--- config.mk ---
export PLATFORM = sky130hd
export DESIGN_NAME = retire_stage
export DESIGN_NICKNAME = d
export VERILOG_FILES = /design/src/rtl/retire_stage_pkg.sv /design/src/rtl/retire_stage.sv
export SDC_FILE = /design/constraint.sdc
export NUM_CORES = 1
export LEC_CHECK = 0
export ABC_AREA = 1
export CAP_MARGIN = 15
export CORE_MARGIN = 10
export CORE_UTILIZATION = 31
export CTS_CLUSTER_SIZE = 16
export DETAILED_ROUTE_END_ITERATION = 10
export PLACE_DENSITY_LB_ADDON = 0.3
export RECOVER_POWER = 50
export SETUP_SLACK_MARGIN = 0.2
export SLEW_MARGIN = 20
export SYNTH_ARGS = -nofsm -noshare
export SYNTH_HDL_FRONTEND = slang
export SYNTH_SLANG_ARGS = --single-unit
--- constraint.sdc ---
create_clock -name clock -period 24.3 [get_ports clock]
set_clock_uncertainty 0.15 [all_clocks]
set_input_delay 4.86 -clock clock [delete_from_list [all_inputs] [get_ports clock]]
set_output_delay 4.86 -clock clock [all_outputs]
set_load 0.05 [all_outputs]
--- src/rtl/retire_stage_pkg.sv ---
// Shared types for the commit path: the ROB exit packet seen by retire_stage.
// Widths here must match the PHYS_REG_SZ / ARCH_REG_SZ the retire stage is built with.
package retire_stage_pkg;

  localparam int unsigned RobWidth    = 2;
  localparam int unsigned RobPhysRegs = 64;
  localparam int unsigned RobArchRegs = 32;
  localparam int unsigned RobPrBits   = $clog2(RobPhysRegs);
  localparam int unsigned RobArBits   = $clog2(RobArchRegs);

  typedef struct packed {
    logic                 complete;
    logic [RobPrBits-1:0] T_new;
    logic [RobPrBits-1:0] T_old;
    logic [RobArBits-1:0] arch_reg;
    logic                 has_dest;
    logic                 mispredict;
    logic                 halt;
  } ROB_EXIT_PACKET;

endpackage

--- src/rtl/retire_stage.sv ---
// In-order commit: retires the longest completed prefix of the ROB head window, frees T_old,
// keeps the architectural map, and sequences the mispredict-recovery pulse and sticky halt.
module retire_stage
  import retire_stage_pkg::*;
#(
  parameter int unsigned N               = RobWidth,
  parameter int unsigned PHYS_REG_SZ     = RobPhysRegs,
  parameter int unsigned ARCH_REG_SZ     = RobArchRegs,
  localparam int unsigned PR_BITS         = $clog2(PHYS_REG_SZ),
  localparam int unsigned AR_BITS         = $clog2(ARCH_REG_SZ),
  localparam int unsigned NUM_SCALAR_BITS = $clog2(N + 1)
) (
  input  logic                                    clock,
  input  logic                                    reset,
  input  ROB_EXIT_PACKET [N-1:0]                  rob_outputs,
  input  logic [NUM_SCALAR_BITS-1:0]              outputs_valid,
  output logic [NUM_SCALAR_BITS-1:0]              num_retiring,
  output logic [N-1:0]                            free_valid,
  output logic [N-1:0][PR_BITS-1:0]               free_regs,
  output logic [ARCH_REG_SZ-1:0][PR_BITS-1:0]     arch_map,
  output logic                                    rollback,
  output logic                                    halted,
  output logic [63:0]                             retired_count
);

  typedef enum logic [1:0] {StRun, StRecover, StHalted} state_e;

  state_e       state_q;
  logic [N-1:0] retire;
  logic         blocked;
  logic         take_halt;
  logic         take_mispredict;

  // A mispredict or halt entry retires itself but blocks everything younger.
  always_comb begin
    retire          = '0;
    num_retiring    = '0;
    take_halt       = 1'b0;
    take_mispredict = 1'b0;
    blocked         = reset || (state_q != StRun);
    for (int i = 0; i < N; i++) begin
      if (!blocked && (NUM_SCALAR_BITS'(i) < outputs_valid) && rob_outputs[i].complete) begin
        retire[i]       = 1'b1;
        num_retiring    = NUM_SCALAR_BITS'(i + 1);
        take_halt       = take_halt | rob_outputs[i].halt;
        take_mispredict = take_mispredict | rob_outputs[i].mispredict;
        blocked         = rob_outputs[i].mispredict | rob_outputs[i].halt;
      end else begin
        blocked = 1'b1;
      end
    end
  end

  always_comb begin
    free_valid = '0;
    free_regs  = '0;
    for (int i = 0; i < N; i++) begin
      free_valid[i] = retire[i] & rob_outputs[i].has_dest & (|rob_outputs[i].arch_reg);
      free_regs[i]  = rob_outputs[i].T_old;
    end
  end

  always_ff @(posedge clock or posedge reset) begin
    if (reset) begin
      state_q       <= StRun;
      rollback      <= 1'b0;
      halted        <= 1'b0;
      retired_count <= '0;
      for (int r = 0; r < ARCH_REG_SZ; r++) begin
        arch_map[r] <= PR_BITS'(r);
      end
    end else begin
      retired_count <= retired_count + 64'(num_retiring);
      // Ascending slot order so the youngest write to a shared arch_reg lands last.
      for (int i = 0; i < N; i++) begin
        if (free_valid[i]) begin
          arch_map[AR_BITS'(rob_outputs[i].arch_reg)] <= rob_outputs[i].T_new;
        end
      end
      case (state_q)
        StRun: begin
          if (take_halt) begin
            state_q <= StHalted;
            halted  <= 1'b1;
          end else if (take_mispredict) begin
            state_q  <= StRecover;
            rollback <= 1'b1;
          end
        end
        StRecover: begin
          state_q  <= StRun;
          rollback <= 1'b0;
        end
        StHalted: begin
          state_q <= StHalted;
        end
        default: begin
          state_q  <= StRun;
          rollback <= 1'b0;
          halted   <= 1'b0;
        end
      endcase
    end
  end

endmodule

==> results of run 1 <==
cell usage in the layout (no fill, tap or decap), types with 2 or more instances in the layout:
cell type	instances
a21oi_1	3
buf_4	25
bufinv_16	2
clkbuf_1	7
clkbuf_16	37
clkbuf_8	14
clkdlybuf4s50_1	95
clkinv_1	8
clkinv_2	2
dfrtp_1	180
dfstp_2	80
dlygate4sd3_1	200
ha_1	4
inv_1	275
inv_2	11
nand2_1	938
nand3_1	363
nand3_2	7
nand4_1	35
nor2_1	116
nor2_2	5
nor2_4	5
nor3_1	30
nor3_2	4
o21ai_0	57
o21ai_1	6
xnor2_1	15
xor2_1	37
cells by family after synthesis:
| kind of cell | count (synthesis) | share of synthesized area, % |
|---|---|---|
| flip-flops | 260 | 42.7 |
| AND/OR/NAND/NOR | 1509 | 41.2 |
| buffers and inverters | 403 | 10.5 |
| AO/OA/AOI/OAI | 67 | 2.18 |
| XOR/XNOR | 52 | 2.94 |
| adder cells (fa/ha/maj) | 5 | 0.453 |
cell type report:
class / instances / share of cell area, %
multi-input cells: 1633 / 36.0
clock buffers: 56 / 5.64
repair buffers: 322 / 15.6
inverters: 295 / 5.49
clock inverters: 5 / 0.391
well taps: 664 / 4.12
diodes: 1 / 0.0124
flip-flops and latches: 260 / 32.7
stage by stage:
stage,setup slack (ns),hold slack [ns]
global route,8.31,0.233
finish,9.01,0.220
global placement,11.23,0.214
CTS,11.17,0.230
floorplan,7.36,0.367
detailed placement,11.18,0.216
metal layers:
metal	track usage (%)	share of wire [%]	vias to the layer above
met5	0	0.016	-
met4	8.02	3.6	2
met3	5.61	8.8	124
met2	34.0	47	720
met1	25.4	41	7689
li1	-	-	7623
registers in the layout, summed over array words and instances, names as in the netlist:
register	cells
arch_map	192
retired_count	64
state_q	2
halted	1
rollback	1
power by group:
part	internal, mW	total [mW]	leakage, nW	switching, mW
clock network	0.340	0.544	0.603	0.204
logic	0.00861	0.0516	6.42	0.0430
registers	0.434	0.434	2.93	0
total	0.782	1.03	9.96	0.247
worst paths after layout:
kind                                      to  slack (ns)  depth (start not counted)
setup / recovery               free_valid[0]        9.01                          8
hold / removal                   arch_map[0]        0.22                          0
setup reg to reg           retired_count[62]       20.54                         15
hold reg to reg                  arch_map[0]        0.22                          0
max in group asynchronous      arch_map[144]       12.99                          4
min in group asynchronous        arch_map[1]        5.58                          2
==> results_dict.tcl, run 1 <==
set metrics [dict create \
    hold_buffers 0 \
    worstPathArrival_ns 10.28 \
    hp-class "flip-flop to flip-flop" \
    cp-end-kind "primary output" \
    antenna_found_initial 2 \
    final_layout_size_suffix_gt1_share_pct 7.66 \
    dpl_cell_area_mm2 0.0190 \
    period_minus_slack_ns 15.29 \
    worst-path-buf-inv 5 \
    vias 16200 \
    syn_area_per_cell_um2 6.74 \
    dpl.cell_count 3174 \
    grt_pass1_vias 15400 \
    vias_per_cell 4.99 \
    setup_viol 0 \
    stdcell_count 3236 \
    slew_violations 194 \
    route.detailed.drc 0 \
    fillers 5050 \
    synth_edf_count 0 \
    worstSetupPathType "input port to primary output" \
    async_flop_share_pct 100 \
    ctsLongestPathBuffers 3 \
    synth_most_common_cell "nand2_1" \
    required_ns 19.29 \
    rr_startpoint "state_q[0]" \
    syn_nets 2347 \
    seqCellArea_mm2 0.00661 \
    coreArea_mm2 0.0492 \
    cts.htree.levels 2 \
    cts_tree "yes" \
    power_density_mw_per_mm2 51.0 \
    rows 81 \
    yosys.area.top_type "dfrtp_1" \
    numCtsBuffers 34 \
    finalSetupTns_ns 0 \
    post-route-period-util_pct 62.9 \
    synth.area.top_cells "dfrtp_1, nand2_1, dfstp_2, nand3_1, inv_1" \
    synthFlopType "dfrtp_1" \
    dp_hpwl_um 45900 \
    multi_input_area_mm2 0.00727 \
    yosysUniqueCellTypes 31 \
    yosys_warnings 0 \
    power_mw 1.03 \
    startpoint_type "input port" \
    clkTransAtPathRegs_ns 0.05 \
    clk-insertion-delay-late_ns 0.54 \
    rsz0062_at_grt "false" \
    final_area_mm2 0.0202 \
    slowest_stage "clkinvlp_2" \
    die_w_um 243 \
    track_usage_pct 20.7 \
    routedWlPerCell_um 19.7 \
    drtIter0Drc 1491 \
    finalHoldViolCount 0 \
    io_pins 320 \
    start_util_pct 31.5 \
    yosysTopAreaCellShare_pct 29.1 \
    post_cts_buffers 0 \
    ys_ff_latch 260 \
    crit_family "buffers and inverters" \
    synth_area_mm2 0.0155 \
    cts_resized 0 \
    clock_sinks 260 \
    cts_root_buf "clkbuf_16" \
    outcome "finished with violations" \
    cp_cell_sequence "dlygate4sd3_1 > clkinvlp_2 > nand3_1 > nor2_1 > inv_1 > nor2_4 > buf_4 > clkdlybuf4s50_1" \
    synth-seq-area-share_pct 42.7 \
    violations "max-capacitance violations, max-slew violations" \
    critical_path.max_stage_delay_ns 2.49 \
    ant_nets 0 \
    worst_pin_slew_ns 4.40 \
    fmax_mhz 65.4 \
    grt-ovfl-total 0 \
    power.ir.vdd_worst_mv 0.0437 \
    globalplace.congestion 0.897 \
    grt_pass1_wl_um 94700 \
    hold_start "arch_map[0]" \
    die_h_um 243 \
    crit_path_max_fanout 68 \
    firstDrtPassIters 7 \
    grt_max_degree 79 \
    maxSlewHeadroom_pct -194 \
    p_leak_nw 9.96 \
    synthTopCellsByCount "nand2_1, nand3_1, inv_1" \
    syn_to_final_growth_pct 30.3 \
    dieArea_mm2 0.0593 \
    finalWirelength_um 63900 \
    final_util_pct 41.1 \
    port_buffers 295 \
    syn_inst 2296 \
    cp-startpoint "reset" \
    fin_nets 2597 \
    drv_cap 3 \
]
Note: power is estimated with default switching activity, not from simulation.
==> run 2, diff against run 1 <==
==> constraint.sdc (replaced) <==
create_clock -name clock -period 14.3 [get_ports clock]
set_clock_uncertainty 0.15 [all_clocks]
set_input_delay 2.86 -clock clock [delete_from_list [all_inputs] [get_ports clock]]
set_output_delay 2.86 -clock clock [all_outputs]
set_load 0.05 [all_outputs]
==> run 2 against run 1 <==
  * The flow still finishes with violations (max-capacitance violations, max-slew violations)
  * Worst hold slack about the same
  * Sequential cell count stayed put
  * Count of clock-buffer cells in the layout decreased by 7
  * Non-clock buffer count stayed put
  * Sequential share of layout area about the same
  * Critical path type unchanged
  * Highest routed layer is now met4
  * Power grew 68%
  * Largest power group unchanged
  * First-iteration DRC count grew 5.2%
  * Routed wire length fell by 0.75%
  * Final cell count hardly changed
  * Final area fell by 0.14%
  * Via count is 0.99% lower
  * Combinational power is 71% higher
==> results_dict.tcl, run 2 (synthesis gave the netlist of run 1 again) <==
set metrics [dict create \
    outcome "finished with violations" \
    violations "max-capacitance violations, max-slew violations" \
    required_ns 11.29 \
    ctsLongestPathBuffers 3 \
    fillers 5090 \
    rsz0062_at_grt "false" \
    numCtsBuffers 35 \
    post-route-period-util_pct 64.7 \
    finalWirelength_um 63400 \
    drv_cap 2 \
    reg_top3 "arch_map (192), retired_count (64), state_q (2)" \
    wl_met1_um 25900 \
    clock_sinks 260 \
    route.detailed.drc 0 \
    topRoutingLayerUsed "met4" \
    worstPathArrival_ns 6.24 \
    slew_violations 121 \
    hp-class "flip-flop to flip-flop" \
    port_buffers 295 \
    track_usage_pct 20.7 \
    maxSlewHeadroom_pct -132 \
    fmax_mhz 108 \
    drtIter0Drc 1568 \
    worst_pin_slew_ns 3.48 \
    final_cell_mix "nand2_1, nand3_1, inv_1" \
    setup_viol 0 \
    vias_per_cell 4.94 \
    power_density_mw_per_mm2 86.0 \
    slowest_stage "clkdlybuf4s50_1" \
    dieArea_mm2 0.0593 \
    cts_resized 0 \
    grt_max_degree 74 \
    ant_nets 0 \
    met3_wirelength_um 6160 \
    coreArea_mm2 0.0492 \
    crit_family "buffers and inverters" \
    antenna_found_initial 0 \
    grt_pass1_vias 15300 \
    die_h_um 243 \
    startpoint_type "input port" \
    finalHoldViolCount 0 \
    vias 16000 \
    rows 81 \
    r2r_slack_ns 10.59 \
    finalSetupTns_ns 0 \
    die_w_um 243 \
    fin_nets 2598 \
    routedWlPerCell_um 19.6 \
    syn_to_final_growth_pct 30.1 \
    period_minus_slack_ns 9.25 \
    worstSetupPathType "input port to primary output" \
    final_layout_size_suffix_gt1_share_pct 7.65 \
    worst-path-buf-inv 5 \
    grt-ovfl-total 0 \
    hold_slack_ns 0.220 \
    io_pins 320 \
    grt_pass1_wl_um 95200 \
    cts_tree "yes" \
    cts_root_buf "clkbuf_16" \
    layout_commonest_cell "nand2_1" \
    clk-insertion-delay-late_ns 0.55 \
    largest_register_ffs 192 \
    p_leak_nw 10.0 \
    cts.htree.levels 2 \
    dr_wl_met2_um 29300 \
    top_register "arch_map" \
    dp_hpwl_um 45800 \
    firstDrtPassIters 6 \
    hold_buffers 0 \
    critical_path.max_stage_delay_ns 0.99 \
    globalplace.congestion 0.885 \
    cp_cell_sequence "dlygate4sd3_1 > inv_8 > nand3_1 > nor2_1 > inv_1 > nor2_4 > buf_4 > clkdlybuf4s50_1" \
    start_util_pct 31.5 \
    power.ir.vdd_worst_mv 0.0686 \
    cp-end-kind "primary output" \
    post_cts_buffers 0 \
    clkTransAtPathRegs_ns 0.05 \
    crit_path_max_fanout 73 \
]
run 2: cell types whose count changed in the layout (fill, tap and decap cells not counted), sizes merged:
cell | previous run | this run
clkdlybuf4s50 | 95 | 36
clkbuf | 58 | 51
clkinv | 11 | 17
inv | 286 | 289
bufinv | 2 | 3
dlygate4sd3 | 200 | 259
run 2: final timing paths:
kind,to,cells after the start,startpoint
setup / recovery,free_valid[0],8,reset
hold / removal,arch_map[4],0,arch_map[4]
setup reg to reg,retired_count[55],14,state_q[0]
hold reg to reg,arch_map[4],0,arch_map[4]
max in group asynchronous,arch_map[191],4,reset
min in group asynchronous,arch_map[99],2,reset
run 2: stage by stage:
| step | power, mW | worst slack (ns) | utilization, % | area (um^2) | std cells |
|---|---|---|---|---|---|
| floorplan | 0.800 | 1.36 | - | 15500 | 2296 |
| global placement | 0.836 | 5.22 | 38.6 | 19000 | 3174 |
| detailed placement | 0.837 | 5.17 | 38.6 | 19000 | 3174 |
| CTS | 1.75 | 5.16 | 41.0 | 20200 | 3238 |
| global route | 1.79 | 3.94 | 41.0 | 20100 | 3238 |
| finish | 1.73 | 5.05 | 41.0 | 20200 | 3239 |
run 2: layout make-up:
type	instances	area [um^2]	area share, %
antenna	1	2.50	0.0124
clock buffer	49	988	4.91
clock inverter	15	194	0.962
inverter	295	1110	5.53
multi-input combinational	1633	7270	36.1
sequential	260	6610	32.8
tap	664	831	4.12
timing repair buffer	322	3150	15.6
run 2: layer usage:
layer | vias to the layer above | track usage [%]
met5 | - | 0
li1 | 7643 | -
met2 | 735 | 33.9
met1 | 7486 | 26.0
met4 | 0 | 6.56
met3 | 134 | 5.88
run 2: where the power goes:
part / total [mW] / internal, mW / switching (mW) / leakage (nW)
Combinational: 0.0882 / 0.0147 / 0.0735 / 6.50
Clock: 0.909 / 0.543 / 0.365 / 0.582
Sequential: 0.737 / 0.737 / 0 / 2.93
Total: 1.73 / 1.30 / 0.439 / 10.0
==> run 3, diff against run 2 <==
==> constraint.sdc (replaced) <==
create_clock -name clock -period 7.55 [get_ports clock]
set_clock_uncertainty 0.15 [all_clocks]
set_input_delay 1.51 -clock clock [delete_from_list [all_inputs] [get_ports clock]]
set_output_delay 1.51 -clock clock [all_outputs]
set_load 0.05 [all_outputs]
==> run 3 against run 2 <==
  * The run still ends with max-capacitance violations, max-slew violations left
  * Largest power group unchanged
  * Via count is 1.2% higher
  * Register-to-register slack worse by 6.8 ns
  * Combinational power is 88% higher
  * Clock power is 84% higher
  * Highest routed layer is now met5
  * Sequential cell count stayed put
  * Global-route usage hardly changed
  * Sequential share of layout area hardly changed
  * Final cell count hardly changed
==> results_dict.tcl, run 3 (synthesis gave the netlist of run 1 again) <==
set metrics [dict create \
    outcome "finished with violations" \
    violations "max-capacitance violations, max-slew violations" \
    startpoint_type "input port" \
    syn_to_final_growth_pct 30.0 \
    p_sw_mw 0.799 \
    p_leak_nw 9.83 \
    ctsLongestPathBuffers 3 \
    vias 16200 \
    grt-ovfl-total 0 \
    fmax_mhz 171 \
    worst-path-buf-inv 3 \
    cts_resized 0 \
    drv_cap 2 \
    p_sw_share_pct 24.7 \
    dieArea_mm2 0.0593 \
    layout_commonest_cell "nand2_1" \
    route.detailed.drc 0 \
    reg_top3 "arch_map (192), retired_count (64), state_q (2)" \
    slew_violations 116 \
    drtIter0Drc 1673 \
    numCtsBuffers 34 \
    die_h_um 243 \
    period_minus_slack_ns 5.84 \
    start_util_pct 31.5 \
    rows 81 \
    pwr-share-comb_pct 5.1 \
    cp_cell_sequence "dlygate4sd3_1 > clkinvlp_2 > nand3_1 > nor2_1 > nand3_2 > nor2_4 > clkdlybuf4s50_1" \
    power.internal_mw 2.44 \
    ant_nets 0 \
    track_usage_pct 20.8 \
    fin_nets 2597 \
    io_pins 320 \
    firstDrtPassIters 8 \
    r2r_slack_ns 3.80 \
    post_cts_buffers 0 \
    worstPathArrival_ns 4.18 \
    coreArea_mm2 0.0492 \
    rsz0062_at_grt "false" \
    finalSetupTns_ns 0 \
    routedWlPerCell_um 19.6 \
    clkTransAtPathRegs_ns 0.06 \
    crit_path_max_fanout 5 \
    maxSlewHeadroom_pct -94.5 \
    top_register "arch_map" \
    critical_path.max_stage_delay_ns 0.83 \
    grt_pass1_wl_um 95700 \
    dp_hpwl_um 45400 \
    worst_pin_slew_ns 2.92 \
    grt_max_degree 148 \
    finalWirelength_um 63600 \
    hold_buffers 0 \
    cp-end-kind "primary output" \
    finalHoldViolCount 0 \
    power_mw 3.24 \
    crit_family "buffers and inverters" \
    final_cell_mix "nand2_1, nand3_1, inv_1" \
    cts_root_buf "clkbuf_16" \
    globalplace.congestion 0.901 \
    pwr-share-clk_pct 51.7 \
    cts.htree.levels 2 \
    slowest_stage "clkdlybuf4s50_1" \
    port_buffers 295 \
    clock_sinks 260 \
    power.ir.vdd_worst_mv 0.142 \
    vias_per_cell 5.00 \
    final_layout_size_suffix_gt1_share_pct 7.59 \
    final_util_pct 41.0 \
    antenna_found_initial 4 \
    worstSetupPathType "input port to primary output" \
    die_w_um 243 \
    setup_viol 0 \
    clk-insertion-delay-late_ns 0.55 \
    cts_tree "yes" \
    power_density_mw_per_mm2 161 \
    pwr-share-seq_pct 43.1 \
    grt_pass1_vias 15400 \
    required_ns 5.89 \
    hp-class "flip-flop to flip-flop" \
    largest_register_ffs 192 \
    post-route-period-util_pct 77.3 \
]
==> run 3: changes by cell type in the layout (fill, tap and decap cells not counted), sizes merged <==
cell           before  now
dlygate4sd3       259  112
clkdlybuf4s50      36  181
clkinv             17   11
clkbuf             51   54
buf                25   27
diode               1    3
inv               289  288
==> run 3: power groups by stage <==
stage / Combinational [mW] / Sequential [mW] / Clock (mW)
after floorplan: 0.0956 / 1.42 / 0
after global placement: 0.164 / 1.42 / 0
after detailed placement: 0.165 / 1.42 / 0
after CTS: 0.165 / 1.40 / 1.71
after global routing: 0.177 / 1.40 / 1.77
final: 0.166 / 1.40 / 1.67
==> run 3: through the flow <==
stage	area [um^2]	setup slack, ns	hold WS, ns	std cells
global placement	19000	2.04	0.214	3173
finish	20100	1.71	0.220	3237
floorplan	15500	-0.229	0.367	2296
CTS	20100	2.01	0.230	3233
global route	20100	0.946	0.236	3235
detailed placement	19000	2.02	0.214	3173
==> run 3: layout make-up <==
| class | instances | area (um^2) |
|---|---|---|
| well taps | 664 | 831 |
| fillers | 5156 | 29000 |
| flip-flops and latches | 260 | 6610 |
| clock buffers | 52 | 990 |
| inverters | 295 | 1110 |
| multi-input cells | 1633 | 7280 |
| repair buffers | 322 | 3170 |
| diodes | 3 | 7.51 |
| clock inverters | 8 | 140 |
==> run 3: path summary, 6_finish.rpt <==
check	startpoint	to	depth (start not counted)
min in group asynchronous	reset	retired_count[55]	3
worst max register to register	state_q[0]	retired_count[62]	15
max in group asynchronous	reset	retired_count[24]	4
worst min-delay path	arch_map[1]	arch_map[1]	0
worst max-delay path	reset	free_valid[1]	7
worst min register to register	arch_map[1]	arch_map[1]	0
==> run 3: layer usage <==
layer / global-route usage (%) / vias up / share of wire, %
met5: 0 / - / 0.042
met4: 7.03 / 4 / 2.7
met3: 5.30 / 121 / 9.4
met2: 31.8 / 760 / 44
met1: 28.0 / 7650 / 43
li1: - / 7651 / -
